**src/rtl/display_arbiter.sv**
```systemverilog
// Two-requester round-robin arbiter for a two-digit hex display. Each granted
// value is held for HOLD_CYCLES cycles before the next request is accepted.
module display_arbiter #(
  parameter int HOLD_CYCLES = 1000
) (
  input  logic       clk,
  input  logic       resetN,
  input  logic       reqAValid,
  input  logic [7:0] reqAData,
  output logic       reqAReady,
  input  logic       reqBValid,
  input  logic [7:0] reqBData,
  output logic       reqBReady,
  input  logic       blank,
  output logic [7:0] hexValue,
  output logic       displayOn,
  output logic       owner,
  output logic       busy
);
  localparam int CW = (HOLD_CYCLES > 1) ? $clog2(HOLD_CYCLES) : 1;

  typedef enum logic {IDLE, HOLD} state_t;

  state_t        state, state_nxt;
  logic [CW-1:0] cnt;
  logic          last;   // 1 = B was granted last
  logic          seen;   // at least one transfer since reset
  logic          win_b;
  logic          xfer;

  // With both valid, B wins only when A was granted last.
  assign win_b = reqBValid & (~reqAValid | ~last);

  always_comb begin
    reqAReady = 1'b0;
    reqBReady = 1'b0;
    state_nxt = state;
    // Readys are gated by reset so nothing looks accepted while held in reset.
    if (resetN && state == IDLE) begin
      reqAReady = reqAValid & ~win_b;
      reqBReady = win_b;
    end
    case (state)
      IDLE:    if (reqAReady || reqBReady) state_nxt = HOLD;
      HOLD:    if (cnt == '0) state_nxt = IDLE;
      default: state_nxt = IDLE;
    endcase
  end

  assign xfer = reqAReady | reqBReady;
  assign busy = (state == HOLD);

  always_ff @(posedge clk or negedge resetN) begin
    if (!resetN) begin
      state     <= IDLE;
      hexValue  <= 8'h00;
      owner     <= 1'b0;
      last      <= 1'b1;
      cnt       <= '0;
      seen      <= 1'b0;
      displayOn <= 1'b0;
    end else begin
      state     <= state_nxt;
      displayOn <= (seen | xfer) & ~blank;
      if (xfer) begin
        hexValue <= win_b ? reqBData : reqAData;
        owner    <= win_b;
        last     <= win_b;
        cnt      <= CW'(HOLD_CYCLES - 1);
        seen     <= 1'b1;
      end else if (state == HOLD && cnt != '0) begin
        cnt <= cnt - 1'b1;
      end
    end
  end
endmodule

```
**config.mk**
```make
export PLATFORM = sky130hd
export DESIGN_NAME = display_arbiter
export DESIGN_NICKNAME = d
export VERILOG_FILES = /design/src/rtl/display_arbiter.sv
export SDC_FILE = /design/constraint.sdc
export NUM_CORES = 1
export LEC_CHECK = 0
export BUFFER_PORTS_ARGS = -buffer_cell sky130_fd_sc_hd__buf_2
export CORE_UTILIZATION = 49
export DETAILED_ROUTE_END_ITERATION = 10
export GPL_ROUTABILITY_DRIVEN = 0
export PLACE_DENSITY = 0.88
export SYNTH_ARGS = -nofsm -noshare
export SYNTH_HDL_FRONTEND = slang
export SYNTH_SLANG_ARGS = --single-unit
```
**constraint.sdc**
```tcl
create_clock -name clk -period 2.74 [get_ports clk]
set_clock_uncertainty 0.1 [all_clocks]
set_input_delay 0.548 -clock clk [delete_from_list [all_inputs] [get_ports clk]]
set_output_delay 0.548 -clock clk [all_outputs]
set_load 0.01 [all_outputs]
```
Yosys cells after proc, flatten, opt, wreduce, memory -nomap -nowiden
Cells that the tools add are included.
{ "word_totals": {"regBits": 23, "elab_cells": 33, "out_inout_bits": 13, "input_bits": 21} }
{ "classes": {"muxes": 8, "n_bitwise": 11, "addsub": 1, "reduce_logical": 6} }
{ "ops": {"columns": ["cell", "count"], "rows": [
  ["$mux 10", 2],
  ["$logic_not 10->1", 1],
  ["$reduce_bool 10->1", 1],
  ["$sub 10x1->10 const B", 1],
  ["$mux 8", 1],
  ["$not 1->1", 5],
  ["$mux 1", 4],
  ["$and 1x1->1", 3],
  ["$or 1x1->1", 3],
  ["$logic_and 1x1->1", 2],
  ["$pmux 1 s2", 1],
  ["$reduce_bool 2->1", 1],
  ["$logic_or 1x1->1", 1]
]} }

Depth between registers and ports, before layout
{ "logic_depth": {"word_depth": 9, "depth_mapped": 6, "mapped_depth_nobuf": 6} }

Worst setup path before layout
Ideal clock, no wire load.
{ "synth_timing": {"path_type": "register -> register", "start": "register cnt[6]", "end": "register cnt[9]", "arrival_time_ns": 1.804, "path_stages_with_launch": 5, "n_path_buf": 1, "setup_ns": 0.124, "required_ns": 2.516, "synth_period_minus_slack_ns": 2.028, "path_slack_ns": 0.712, "path_cell_list": "dfrtp_1 or4_1 buf_2 or4_4 a211o_1"} }
{ "synth_via": {"elab_chain_len": 3, "elab_cells_between_ends": 6, "cone_classes": "1 x add/sub; 2 x mux; 3 x reduce/logical"} }
{ "synth_rtl": {"columns": ["item", "line_no", "text"], "rows": [
  ["from (decl)", "25", "logic [CW-1:0] cnt;"],
  ["from (signal assigned)", "69", "cnt <= CW'(HOLD_CYCLES - 1);"],
  ["from (signal assigned)", "72", "cnt <= cnt - 1'b1;"],
  ["$sub 10x1->10 / $reduce_bool 10->1 (equally long branches)", "72, 71", null],
  ["$mux 10 / $logic_and 1x1->1 (equally long branches)", "71", "end else if (state == HOLD && cnt != '0) begin"],
  ["$mux 10 / $reduce_bool 2->1 (equally long branches)", null, null]
]} }
Parallel ways exist; a longest one is shown, timed or not. The select of a mux whose other input is x is not followed.
A chain may end at the register's enable or synchronous reset.

Worst setup path after layout
{ "layout_timing": {"start": "register state (netlist: busy)", "end": "output port reqAReady"} }
{ "layout_via": {"elab_chain_len": 3} }
{ "layout_rtl": {"columns": ["item", "line_no", "text"], "rows": [
  ["from (decl)", "24", "state_t state, state_nxt;"],
  ["from (signal assigned)", "63", "state <= state_nxt;"],
  ["$not 1->1", null, null],
  ["$logic_and 1x1->1", "39", "if (resetN && state == IDLE) begin"],
  ["$mux 1", "39", null],
  ["to (decl)", "10", "output logic reqAReady,"]
]} }
No other way between the ends.

==> impl_metrics.yaml <==
synthesis:
  synthesis.area_sq_mm: 0.00111
  seq_area_frac_synth_pct: 52.1
  yosysTopAreaCell: "dfrtp_1"
  async_flop_share_pct: 100
  syn_nets: 131
  synth.avg_cell_area_sq_um: 10.2
  yosys-top-cells-area: "dfrtp_1 (50%), mux2i_1 (9.0%), nand2_1 (5.1%)"
  post_synth_num_cell_types: 34
  synth_edf_count: 0
  synthCells: 109
  ys_seq_elements: 23
  synth_top_area_share_pct: 49.7
  yosysWarnings: 0
  synth_ff_type: "dfrtp_1"
setup_path:
  critPathMaxStageDelay_ps: 450
  arrival_ps: 1500
  crit_buf_inv: 1
  cp_top_family: "simple AND/OR/NAND/NOR gates"
  path_max_fanout: 6
  cp.required_ps: 2090
  cpMaxStageDelayCell: "dfrtp_1"
  worstSetupStartpointType: "register"
  path_class: "reg -> out"
  cp_cell_sequence: "nor2b_1, nand2_1, nor2_1, buf_2"
  end_kind: "output pin"
sta:
  finalSetupTns_ps: 0
  slew_violations: 0
  setup_viol: 0
  fin_crit_sh_pct: 78.3
  timing.final.hold_violations: 0
  worst_pin_slew_ps: 1240
  period_needed_ps: 2150
  fmax_mhz: 466
  max-slew-margin-rel_pct: 17.1
  hold_ws_ps: 110
  rsz0062_at_grt: "no"
placement:
  hpwl_mm: 1.74
  placed_area_sq_mm: 0.00131
  io_buffers: 33
global_route:
  grt_max_degree: 24
  grt-ovfl-total: 0
  antenna_found_initial: 0
  grt_pass1_wl_mm: 3.83
  track_usage_pct: 20.3
  grt_pass1_vias: 924
final_layout:
  num-fill-cells: 167
  final_nets: 167
  layout-drive-gt1-share_pct: 29.2
  antennaDiodeCount: 0
  fin_util_pct: 65.2
  final_cell_mix: "buf_2 (33), dfrtp_1 (22), nand2_1 (15)"
  final_common_cell: "buf_2"
  final_area_sq_mm: 0.00133
  syn_to_final_growth_pct: 20.2
detailed_routing:
  vias: 954
  drc: 0
  firstDrtPassIters: 4
  drt_wl_total_mm: 2.25
  highest_layer: "met4"
  wl_met1_microns: 946
  wl_met3_microns: 122
  final_antenna_net_count: 0
  drtIter0Drc: 24
  viasPerCell: 5.58
  wl_per_cell_microns: 13.1
  dr_wl_met2_mm: 1.14
cts:
  insertion_delay_ps: 310
  cts_root_buffer: "clkbuf_4"
  ctsResizeCount: 0
  clkTransAtPathRegs_ps: 120
  clockBufferDepth: 2
  clock-sinks: 23
  cts_tree: "built"
  holdBufCountCts: 0
  cts_buffers: 3
  h-tree-depth: 1
  postCtsSetupBuffers: 0
die:
  die_area_sq_mm: 0.00245
  ioPinCount: 34
  coreArea_sq_mm: 0.00204
  dieWidth_microns: 49.5
  start_util_pct: 54.2
  row_count: 16
  die_h_microns: 49.5
pwr:
  peakVddDrop_mv: 0.326
  p_per_area_mw_per_mm2: 457
  p_leak_uw: 0.000648
hold_path:
  hold_class: "in -> async"
flow_run:
  maxCapViolCount: 0
outcome:
  status: "finished clean"
## state kept, by name, summed over array words and instances (netlist names)
register / count
busy: 1
cnt: 10
last: 1
seen: 1
owner: 1
hexValue: 8
displayOn: 1
## routing by layer
layer	vias up	GRT usage (%)
met1	449	23.8
met2	36	36.3
met3	5	2.78
met4	0	9.52
li1	464	-
met5	-	0
## cells by family (layout without fill, tap and decap cells)
| group | count (synthesis) | in the layout | synth area share, % |
|---|---|---|---|
| adders and majority gates | 1 | 1 | 1.13 |
| muxes | 10 | 10 | 9.04 |
| AOI/OAI and AO/OA | 26 | 26 | 15.3 |
| DFF | 23 | 23 | 52.1 |
| buffers and inverters | 6 | 41 | 2.15 |
| xor gates and xnor gates | 1 | 1 | 0.791 |
| and+or+nand+nor | 42 | 42 | 19.5 |
## final cells by class
cell class | count | area, sq um | area share (%)
well taps | 27 | 33.8 | 2.54
repair buffers | 35 | 180 | 13.5
inverters | 2 | 7.51 | 0.564
multi-input cells | 80 | 507 | 38.1
flip-flops and latches | 23 | 577 | 43.3
clock buffers | 4 | 26.3 | 1.97
## metrics by stage
stage | total power (uW) | instances | setup WS, ps
2_1_floorplan | 420 | 109 | 712
3_3_place_gp | 456 | 167 | 614
3_5_place_dp | 462 | 167 | 545
4_1_cts | 611 | 171 | 598
5_1_grt | 635 | 171 | 458
6_report | 608 | 171 | 594
## where the power goes
part	internal [uW]	switching, uW	total, uW
clock	56.9	96.8	154
combinational	38.2	38.6	76.8
sequential	360	17.3	378
## cells in the mapped netlist (all sizes together), types with 3 or more instances
| master | n |
|---|---|
| dfrtp | 22 |
| nand2 | 15 |
| mux2i | 10 |
| o21ai | 10 |
| nor2 | 7 |
| a21oi | 5 |
| nor3 | 4 |
| nor2b | 3 |
## worst register-to-register path: stages, from the launching register on
cell and delay, ps:
dfrtp_1 430, or4_1 650, or4_4 520, a211o_1 300
## worst paths after layout
kind	from	to	slack, ps	cells after the start
max	busy	reqAReady	590	4
min	resetN	cnt[9]	110	2
max reg2reg	cnt[6]	cnt[9]	640	3
min reg2reg	seen	seen	390	1
max in group asynchronous	resetN	last	2160	2
min in group clk	blank	displayOn	280	2
(Power assumes the default switching activity.)
